**config.mk**
```make
export PLATFORM = sky130hd
export DESIGN_NAME = fetch_queue_stage
export DESIGN_NICKNAME = d
export VERILOG_FILES = /design/src/rtl/fetch_queue_stage.sv
export SDC_FILE = /design/constraint.sdc
export NUM_CORES = 1
export LEC_CHECK = 0
export ABC_AREA = 1
export ABC_CLOCK_PERIOD_IN_PS = 4500
export BUFFER_PORTS_ARGS = -buffer_cell sky130_fd_sc_hd__buf_4
export CAP_MARGIN = 20
export CORE_ASPECT_RATIO = 1.4
export CORE_MARGIN = 10
export CORE_UTILIZATION = 50
export CTS_BUF_LIST = sky130_fd_sc_hd__clkbuf_16
export CTS_CLUSTER_SIZE = 8
export DETAILED_ROUTE_END_ITERATION = 7
export PLACE_DENSITY = 0.82
export SLEW_MARGIN = 20
export SYNTH_ARGS = -nofsm -noshare
export SYNTH_HDL_FRONTEND = slang
export SYNTH_SLANG_ARGS = --single-unit
```
**constraint.sdc**
```tcl
create_clock -name clk -period 4.5 [get_ports clk]
set_clock_uncertainty 0.2 [all_clocks]
set_input_delay 0.45 -clock clk [delete_from_list [all_inputs] [get_ports clk]]
set_output_delay 0.45 -clock clk [all_outputs]
set_load 0.01 [all_outputs]
```
**src/rtl/fetch_queue_stage.sv**
```systemverilog
// PC generator plus DEPTH-entry instruction queue feeding decode; request-to-head latency 2 cycles.
// Credit-based issue never overflows the queue; a full queue with id_ready=0 stalls fetch and holds the head.
module fetch_queue_stage #(
  parameter int unsigned     PC_W     = 9,
  parameter int unsigned     INS_W    = 32,
  parameter int unsigned     DEPTH    = 4,
  parameter logic [PC_W-1:0] RESET_PC = '0
) (
  input  logic             clk,
  input  logic             reset,
  output logic             imem_req,
  output logic [PC_W-1:0]  imem_addr,
  input  logic [INS_W-1:0] imem_rdata,
  output logic             id_valid,
  input  logic             id_ready,
  output logic [PC_W-1:0]  id_pc,
  output logic [INS_W-1:0] id_instr,
  input  logic             redirect,
  input  logic [PC_W-1:0]  redirect_pc,
  input  logic             halt,
  output logic             fetch_idle
);

  localparam int unsigned    PTR_W   = $clog2(DEPTH);
  localparam int unsigned    CNT_W   = PTR_W + 1;
  localparam logic [CNT_W:0] DEPTH_V = (CNT_W + 1)'(DEPTH);
  localparam logic [PC_W-1:0] PC_INC = PC_W'(4);

  logic [PC_W-1:0]  pc_q, pc_d;
  logic [PC_W-1:0]  inflight_pc_q, inflight_pc_d;
  logic             inflight_q, inflight_d;
  logic [PTR_W-1:0] wr_ptr_q, wr_ptr_d;
  logic [PTR_W-1:0] rd_ptr_q, rd_ptr_d;
  logic [CNT_W-1:0] count_q, count_d;

  logic [PC_W-1:0]  mem_pc_q    [DEPTH];
  logic [INS_W-1:0] mem_instr_q [DEPTH];

  logic             pop;
  logic             push;
  logic [CNT_W:0]   occ;
  logic [PC_W-1:0]  tgt;

  assign id_pc    = mem_pc_q[rd_ptr_q];
  assign id_instr = mem_instr_q[rd_ptr_q];

  always_comb begin
    tgt      = redirect_pc & ~PC_W'(3);
    id_valid = (count_q != '0) & ~redirect & ~reset;
    pop      = id_valid & id_ready;
    push     = inflight_q & ~redirect & ~reset;
    // Slots already owed to the queue once this cycle's pop retires.
    occ      = {1'b0, count_q} + (CNT_W + 1)'(inflight_q) - (CNT_W + 1)'(pop);

    imem_req  = 1'b0;
    imem_addr = pc_q;
    if (reset) begin
      imem_addr = RESET_PC;
    end else if (redirect) begin
      imem_req  = ~halt;
      imem_addr = tgt;
    end else begin
      imem_req  = ~halt & (occ < DEPTH_V);
    end

    fetch_idle = halt & (reset | ((count_q == '0) & ~inflight_q));

    pc_d          = pc_q;
    inflight_d    = 1'b0;
    inflight_pc_d = inflight_pc_q;
    wr_ptr_d      = wr_ptr_q;
    rd_ptr_d      = rd_ptr_q;
    count_d       = count_q;

    if (redirect) begin
      count_d       = '0;
      rd_ptr_d      = wr_ptr_q;
      inflight_d    = ~halt;
      inflight_pc_d = tgt;
      pc_d          = halt ? tgt : tgt + PC_INC;
    end else begin
      if (push) wr_ptr_d = wr_ptr_q + PTR_W'(1);
      if (pop)  rd_ptr_d = rd_ptr_q + PTR_W'(1);
      count_d = count_q + CNT_W'(push) - CNT_W'(pop);
      if (imem_req) begin
        pc_d          = pc_q + PC_INC;
        inflight_d    = 1'b1;
        inflight_pc_d = pc_q;
      end
    end
  end

  always_ff @(posedge clk) begin
    if (reset) begin
      pc_q          <= RESET_PC;
      inflight_q    <= 1'b0;
      inflight_pc_q <= '0;
      wr_ptr_q      <= '0;
      rd_ptr_q      <= '0;
      count_q       <= '0;
    end else begin
      pc_q          <= pc_d;
      inflight_q    <= inflight_d;
      inflight_pc_q <= inflight_pc_d;
      wr_ptr_q      <= wr_ptr_d;
      rd_ptr_q      <= rd_ptr_d;
      count_q       <= count_d;
    end
  end

  // Queue storage carries no reset; entries are only observed through count_q.
  always_ff @(posedge clk) begin
    if (push) begin
      mem_pc_q[wr_ptr_q]    <= inflight_pc_q;
      mem_instr_q[wr_ptr_q] <= imem_rdata;
    end
  end

endmodule

```
After elaboration in Yosys (flattened, before gate mapping)
Memories as Yosys holds them, arrays and structs flattened. A register that Yosys moved wholly into a read port is not among the register bits.
Index checks and enable logic that the tools add are counted.
{"block": "totals", "reg_bits": 26, "ram_bits": 164, "out_inout_bits": 53, "wordCells": 56, "n_memories": 2}
{"block": "op_classes", "add_sub_neg": 8, "n_lt_le_gt_ge": 1, "n_mux": 19, "bitwise": 13, "reduce_logical": 6}
{"name": "mem_instr_q", "depth": 4, "word_bits": 32, "rd": 1, "rd_ports_with_merged_regs": 1, "wr": 1, "line_no": "37", "text": "logic [INS_W-1:0] mem_instr_q [DEPTH];"}
{"name": "mem_pc_q", "depth": 4, "word_bits": 9, "rd": 1, "rd_ports_with_merged_regs": 1, "wr": 1, "line_no": "36", "text": "logic [PC_W-1:0] mem_pc_q [DEPTH];"}
{"cell": "$mux W9", "n": 7}
{"cell": "$add A9 B3 Y9 const B", "n": 2}
{"cell": "$mux W2", "n": 6}
{"cell": "$and A1 B1 Y1", "n": 8}
{"cell": "$mux W1", "n": 6}
{"cell": "$add A2 B1 Y2 const B", "n": 2}
{"cell": "$add A3 B1 Y4", "n": 1}
{"cell": "$lt A4 B3 Y1 const B", "n": 1}
{"cell": "$not A1 Y1", "n": 4}
{"cell": "$reduce_bool A2 Y1", "n": 2}
{"cell": "$sub A4 B1 Y4", "n": 1}
{"cell": "$add A3 B1 Y3", "n": 1}
{"cell": "$logic_not A3 Y1", "n": 1}
{"cell": "$reduce_bool A3 Y1", "n": 1}
{"cell": "$sub A3 B1 Y3", "n": 1}
{"cell": "$reduce_and A2 Y1", "n": 1}
{"cell": "$reduce_or A2 Y1", "n": 1}
{"cell": "$or A1 B1 Y1", "n": 1}

Longest topological paths before layout
Gate-level depths: netlist of run 1.
{"block": "depth", "word_depth": 11, "depth_mapped": 16}

Worst setup path before layout of run 1
OpenSTA, ideal clock, no wires.
{"block": "synth_timing", "path_type": "input to register", "from": "input redirect", "to": "memory mem_instr_q[0][0] (enable)", "arrival_ns": 2.706, "required_time_ns": 3.865, "slack_ns": 1.159, "cell_stages": 6, "cell_sequence": "buf_2 nor2_1 inv_2 nor2_1 inv_2 nor2_1"}
{"block": "synth_between", "elab_chain_len": 5}
{"element": "start: declaration", "line_no": "18", "text": "input logic redirect,"}
{"element": "$not A1 Y1 (no line)"}
{"element": "$and A1 B1 Y1 (2 in a row)", "line_no": "51", "text": "push = inflight_q & ~redirect & ~reset;"}
{"element": "$mux W1", "line_no": "113", "text": "if (push) begin"}
{"element": "$mux W1 (implied by the code)", "line_no": "115", "text": "mem_instr_q[wr_ptr_q] <= imem_rdata;"}
{"element": "end: declaration", "line_no": "37"}
No other way between the ends.

Final worst setup path of run 1
{"block": "layout_timing", "from": "register count_q[1]", "to": "output imem_req"}
{"block": "layout_between", "elab_chain_len": 9, "elab_cells_between_ends": 10}
{"element": "start: declaration", "line_no": "34", "text": "logic [CNT_W-1:0] count_q, count_d;"}
{"element": "start signal: assignment", "line_no": "107", "text": "count_q <= count_d;"}
{"element": "$reduce_bool A3 Y1", "line_no": "49", "text": "id_valid = (count_q != '0) & ~redirect & ~reset;"}
{"element": "$and A1 B1 Y1 (2 in a row)", "line_no": "49"}
{"element": "$and A1 B1 Y1", "line_no": "50", "text": "pop = id_valid & id_ready;"}
{"element": "$sub A4 B1 Y4 *", "line_no": "53", "text": "occ = {1'b0, count_q} + (CNT_W + 1)'(inflight_q) - (CNT_W + 1)'(pop);"}
{"element": "$lt A4 B3 Y1 *", "line_no": "63", "text": "imem_req = ~halt & (occ < DEPTH_V);"}
{"element": "$and A1 B1 Y1 *", "line_no": "63"}
{"element": "$mux W1 *", "line_no": "59", "text": "end else if (redirect) begin"}
{"element": "$mux W1 *", "line_no": "57", "text": "if (reset) begin"}
{"element": "end: declaration", "line_no": "11", "text": "output logic imem_req,"}
Every way passes the cells marked *; elsewhere a longest branch is shown, timed or not.

==> results of run 1 <==
==> worst reg2reg max path, stage by stage (launching register included) <==
cell     delay, ns
dfxtp_1       0.40
inv_1         0.09
nand3_1       0.11
nand3_1       0.15
inv_1         0.13
ha_1          0.16
inv_1         0.05
ha_1          0.30
nand3_2       0.10
a21oi_2       0.14
nand2_2       0.08
o21ai_4       0.53
nand2_1       0.12
nand2_1       0.09
nor2_1        0.05
==> power breakdown <==
group / leakage (nW) / switching [mW] / internal (mW) / total [mW]
Combinational: 1.43 / 0.173 / 0.119 / 0.292
Sequential: 1.61 / 0.0162 / 1.84 / 1.85
Clock: 0.268 / 0.624 / 0.777 / 1.40
Total: 3.30 / 0.813 / 2.73 / 3.55
==> Yosys cell counts (9+ instances only) <==
cell type / instances / area [um^2]
nand2_1: 61 / 229.0
clkbuf_1: 18 / 67.56
edfxtp_1: 156 / 4684
inv_1: 37 / 138.9
o22ai_1: 39 / 244.0
nand3_1: 13 / 65.06
ha_1: 11 / 137.6
nor2_1: 130 / 488.0
dfxtp_1: 24 / 480.5
o21ai_0: 85 / 425.4
buf_2: 9 / 45.04
==> kinds of logic after synthesis <==
family | after synthesis
mux | 1
simple gates | 215
flops | 180
buf+inv | 79
fa+ha+maj | 12
compound gates | 139
xor+xnor | 6
other cells | 1
==> per-layer routing <==
metal,up-vias,GRT usage (%),routed length [um]
met1,2393,17.36,6259
met3,4,4.285,822
met5,-,0,0
met2,126,27.60,8253
met4,0,4.726,79
li1,2372,-,-
==> worst paths after layout <==
| path | start | end | slack [ns] | depth (start not counted) |
|---|---|---|---|---|
| worst max-delay path | count_q[1] | imem_req | 1.41 | 15 |
| worst min-delay path | imem_rdata[30] | mem_instr_q[0][30] | 0.04 | 1 |
| worst max register to register | count_q[1] | inflight_pc_q[3] | 1.68 | 14 |
| worst min register to register | inflight_pc_q[2] | mem_pc_q[0][2] | 0.30 | 0 |
==> state kept, by name, indices dropped and copies added (netlist names), named ones only <==
signal         cells
count_q            3
inflight_pc_q      7
inflight_q         1
mem_instr_q      128
mem_pc_q          28
pc_q               7
rd_ptr_q           2
wr_ptr_q           2
==> per-stage QoR <==
| step | utilization [%] | hold slack (ns) | power, mW | std cells |
|---|---|---|---|---|
| 2_1_floorplan | - | 0.2608 | 2.047 | 636 |
| 3_3_place_gp | 56.73 | 0.2737 | 2.169 | 888 |
| 3_5_place_dp | 56.75 | 0.2922 | 2.182 | 888 |
| 4_1_cts | 60.73 | 0.01830 | 3.570 | 920 |
| 5_1_grt | 60.73 | 0.01112 | 3.687 | 920 |
| 6_report | 60.73 | 0.03523 | 3.545 | 920 |
==> layout make-up <==
type	instances	area [um^2]
clock buffer	17	425.4
clock inverter	15	150.1
fill	1145	5672
inverter	43	163.9
multi-input combinational	377	1887
sequential	180	5166
tap	189	236.5
timing repair buffer	99	743.2
==> results by group, run 1 <==
GRT
  • Maximum number of pins on one net before global-route repair: 79
  • Initial antenna violation count: 0
  • Total grt overflow: 0
  • GRT Overall Usage: 15.44%
  • Vias in the first global route: about 5,000
  • First-pass GRT wire length: between 20,000 and 25,000 um

Hold path
  • Worst min path class: in -> reg

Setup path
  • CP cell instances: inv_1 -> nand3_1 -> nand3_1 -> inv_1 -> ha_1 -> inv_1 -> ha_1 -> nand3_2 -> nand2_1 -> nand2_1 -> nand2_2 -> nand2_1 -> nand2_1 -> inv_1 -> buf_4
  • CP Max Fanout: 3
  • Required time worst endpoint: between 3 and 4 ns
  • CP arrival: ~2.4 ns
  • CP max stage delay: approximately 0.40 ns
  • CP endpoint kind: output pin
  • CP startpoint kind: flop
  • WP buf/inv: 5
  • Crit path max-delay family: simple AND/OR/NAND/NOR gates
  • Setup CP Type: reg -> out
  • Slowest cell on the critical path: dfxtp_1

Layout
  • Synth-to-Final Area Change: 19.25%
  • Commonest non-fill, non-tap cell in the layout: edfxtp_1
  • ANT cells: 0
  • Commonest cells after routing, fill and taps aside: 156 x edfxtp_1, 126 x nor2_1, 99 x buf_4
  • Nets: 776
  • Final instance area: around 8800 um^2
  • Layout cells sized above 1: about 21%

Route
  • Vias/cell: between 5 and 6
  • Drt wl/cell: 16.75 um
  • Post-route DRC: 0
  • Detail Route Antenna Nets: 0
  • DRT Pass-1 Iters: 4
  • Total number of vias: about 4,900
  • Routed wire length: between 15,000 and 20,000 um
  • First DRT Iteration DRCs: 428

Floorplanning
  • Row count: 52
  • Die H: 163.5 um
  • Die Area: 20,030 um^2
  • Die Wd: ~120 um
  • # IOs: 99
  • CORE AREA: 14,440 um^2
  • Starting Density: between 50% and 60%

Clocking
  • CTS tree: built
  • Number of gates resized after cts: 0
  • Worst-path clk slew: roughly 0.070 ns
  • Clock root buffer: clkbuf_16
  • Hold Buf Count CTS: 0
  • H-tree depth: 4
  • CTS Buf Count: 17
  • Post-CTS Setup Bufs: 0
  • Worst-skew pair later-pin latency: a little over 0.4 ns
  • Clk buf depth: 2
  • Clock sink count: 180

Yosys
  • Simple logic cell fraction of the synthesized area: between 10 and 15%
  • Post-Syn Instances: 633
  • XOR/XNOR Fraction of Synth Area: less than 1%
  • Combinational family with the most area after synthesis: simple AND/OR/NAND/NOR gates
  • Post-synthesis compound-gate area fraction: between 10% and 20%
  • Flops & latches, synth: 180
  • Count of different cell masters after synthesis: 31
  • Top_reg_cell synth: edfxtp_1
  • Register area share after synthesis: 70.22%
  • Post-synthesis adder-cell area fraction: under 10%
  • Post-synth EDFFs: approximately 160
  • Post-Syn Area per Cell: about 12 um^2
  • Post-synthesis async set-or-reset flop share: 0%
  • Mux contribution to synthesized area: less than 1%
  • Synthesized cell area: 7356 um^2
  • Ys Warns: 0

Timing
  • Min Tclk post-route: approximately 3.1 ns
  • Max-slew violations: 0
  • Final period utilization: 68.77%
  • Hold Violations, Final: 0
  • Unrepaired setup endpoints after global routing: false
  • Final Worst Setup Slack: about 1.4 ns
  • Slew HR: between 40% and 50%
  • Actual slew at the worst max-slew pin: about 0.85 ns
  • TNS Setup: 0 ns
  • Final setup fails: 0
  • Peak Freq: between 300 and 400 MHz

Pwr
  • Leakage: approximately 3.3 nW
  • Pwr Density: 404.2 nW/um^2
  • VDD IR-drop max: ~240 uV

Place
  • DP Area: between 8000 and 9000 um^2
  • GP Congestion: ~0.86
  • Detailed Place HPWL: 9752 um
  • Worst slack at placement: 1.441 ns
  • PortBufs: 92

Outcome
  • Status: complete, no violations

Run
  • Max-cap violations: 0
No activity file was read; power rests on OpenSTA's default activity.
==> run 2, diff against run 1 <==
ABC_CLOCK_PERIOD_IN_PS = 2670   (was 4500)
PLACE_DENSITY = 0.85   (was 0.82)
clock period = 2.67 ns   (was 4.5 ns; I/O delays follow)
==> results by group, run 2 (synthesis gave the netlist of run 1 again) <==
Outcome
  • Status: complete, no violations

Layout
  • Number of flip-flops in the largest register: 128 (unchanged)
  • Layout Cells excl Fill: 966 (+5.0%)
  • Largest Register: mem_instr_q
  • Nets: 821 (+5.8%)
  • Commonest non-fill, non-tap cell in the layout: edfxtp_1
  • Biggest registers after layout: mem_instr_q x128, mem_pc_q x28
  • Final instance area: 9318 um^2 (+6.2%)
  • Layout cells sized above 1: 23.07% (+2.3 points)
  • Commonest cells after routing, fill and taps aside: 156 x edfxtp_1, 126 x nor2_1, 104 x buf_4
  • Synth-to-Final Area Change: 26.67%

Floorplanning
  • Row count: 52 (unchanged)
  • Die Wd: 122.5 um (unchanged)
  • Die Area: 20,030 um^2 (unchanged)
  • # IOs: 99 (unchanged)
  • Die H: 163.5 um (unchanged)
  • CORE AREA: 14,440 um^2 (unchanged)
  • Starting Density: 50.93% (unchanged)

Clocking
  • Worst-path clk slew: 0.07 ns (about the same)
  • Clock root buffer: clkbuf_16
  • Clk buf depth: 2 (unchanged)
  • CTS Buf Count: 17 (unchanged)
  • Clock sink count: 180 (unchanged)
  • Worst-skew pair later-pin latency: 0.42 ns (about the same)
  • CTS tree: built
  • H-tree depth: 4 (unchanged)

GRT
  • First-pass GRT wire length: 24,900 um (+1.7%)
  • Total grt overflow: 0 (unchanged)
  • Initial antenna violation count: 1 (+1)
  • GRT Overall Usage: 15.73% (+0.28 points)
  • Vias in the first global route: 5,058 (+1.6%)
  • Maximum number of pins on one net before global-route repair: 79 (unchanged)

Pwr
  • Clock group share of total power: 38.7% (-0.8 points)
  • Switching fraction of total power: 22.77% (-0.16 points)
  • VDD IR-drop max: 353.0 uV (+45%)
  • Pwr Density: 643.9 nW/um^2 (+59%)
  • Cell Int Power: 4.633 mW (+70%)
  • Sequential share of power: 52.1% (-0.2 points)
  • Logic pwr share: 9.2% (+1.0 points)
  • Net Sw Power: 1.366 mW (+68%)
  • Leakage: 3.537 nW (+7.1%)

Route
  • Vias/cell: 5.165 (-2.9%)
  • Routed wire length: 15,770 um (+2.3%)
  • First DRT Iteration DRCs: 299 (-30%)
  • Drt wl/cell: 16.32 um (-2.6%)
  • Total number of vias: 4,989 (+1.9%)
  • DRT Pass-1 Iters: 5 (+1)
  • Post-route DRC: 0 (unchanged)
  • Detail Route Antenna Nets: 0 (unchanged)

Timing
  • Final period utilization: about 97%
  • Peak Freq: about 390 MHz
  • Max-slew violations: 0 (unchanged)
  • Final setup fails: 0 (unchanged)
  • Hold Violations, Final: 0 (unchanged)
  • Min Tclk post-route: roughly 2.6 ns
  • Final Worst Setup Slack: 0.08495 ns (-1.320 ns)
  • TNS Setup: 0 ns (unchanged)

Place
  • PortBufs: 92 (unchanged)
  • Worst slack at placement: 0.1517 ns (-1.289 ns)
  • DP Area: 8334 um^2 (+1.7%)
  • Inst Count DP: 895 (+0.79%)
  • Detailed Place HPWL: 9591 um (-1.6%)
  • GP Congestion: 0.8231 (-4.7%)

Setup path
  • R2r setup slk: 0.30 ns (-1.38 ns)
  • R2R Path Start: count_q[2]
  • CP endpoint kind: output pin
  • CP arrival: 2.12 ns (-0.32 ns)
  • Required time worst endpoint: 2.20 ns (-1.65 ns)
  • Crit path to: imem_req
  • Worst r2r path cells: 16 (+2)
  • Crit Reg-Reg Endpoint: inflight_pc_q[2]
  • Worst Setup SP: count_q[2]
  • CP startpoint kind: flop
  • CP Max Fanout: 3 (unchanged)
  • Setup CP Type: reg -> out

Run
  • Max-cap violations: 0 (unchanged)

Hold path
  • Worst min path class: in -> reg
-- run 2: changes by cell type in the layout (fill, tap and decap cells not counted), moves of 5 or more --
cell           previous run  this run
dlygate4sd3_1             0        33
buf_12                    0         7
inv_2                     5        11
buf_4                    99       104
-- run 2: power by group through the flow --
stage	registers, mW	logic (mW)	clock network, mW
after detailed placement	3.18	0.509	0
after CTS	3.12	0.554	2.35
final	3.12	0.553	2.32
after floorplan	3.18	0.273	0
after global placement	3.18	0.493	0
after global routing	3.13	0.614	2.47
-- run 2: per-stage QoR --
step | hold WS, ns | utilization [%] | power (mW)
final | 0.03129 | 64.51 | 5.999
after global routing | 0.05483 | 64.51 | 6.209
after CTS | 0.01962 | 64.02 | 6.028
after detailed placement | 0.2699 | 57.70 | 3.694
after global placement | 0.2677 | 57.70 | 3.675
after floorplan | 0.1659 | - | 3.451
-- run 2: area by class of cell --
type / count / area [um^2]
Sequential cell: 180 / 5170
Fill cell: 1077 / 5126
Multi-Input combinational cell: 377 / 1939
Timing Repair Buffer: 144 / 1251
Clock buffer: 17 / 425.4
Tap cell: 189 / 236.5
Inverter: 43 / 161.4
Clock inverter: 15 / 131.4
Antenna cell: 1 / 2.502
-- run 2: worst max-delay path: stages (launching register included) --
cell	delay [ns]
dfxtp_2	0.35
inv_2	0.05
nand3_2	0.09
nand3_2	0.09
inv_2	0.09
ha_4	0.12
inv_2	0.04
ha_4	0.26
nand3_4	0.07
a21oi_2	0.15
nand2_2	0.09
nand2_2	0.06
nand2_2	0.06
inv_1	0.06
buf_4	0.11
-- run 2: worst min path at each step --
stage	start	to	slack, ns	depth (start not counted)
final	reset	inflight_q	0.03	4
after global routing	reset	inflight_q	0.05	4
after CTS	reset	inflight_q	0.02	4
after detailed placement	imem_rdata[11]	mem_instr_q[0][11]	0.27	1
after global placement	imem_rdata[15]	mem_instr_q[3][15]	0.27	1
after floorplan	imem_rdata[0]	mem_instr_q[0][0]	0.17	0
-- run 2: metal layers --
layer	vias up	global-route usage (%)	wire, um
li1	2472	-	-
met1	2398	17.18	6205
met2	105	28.34	8558
met3	14	4.768	784
met4	0	4.887	218
met5	-	0	0
-- run 2: repair_timing --
item / in CTS / in global routing
pin swaps: 1 / 6
resized for setup: 5 / 13
buffers inserted: 2 / 3
hold buffers: 33 / 0
hold endpoints to repair: 129 / 0
endpoints found under the setup margin: 1 / 1
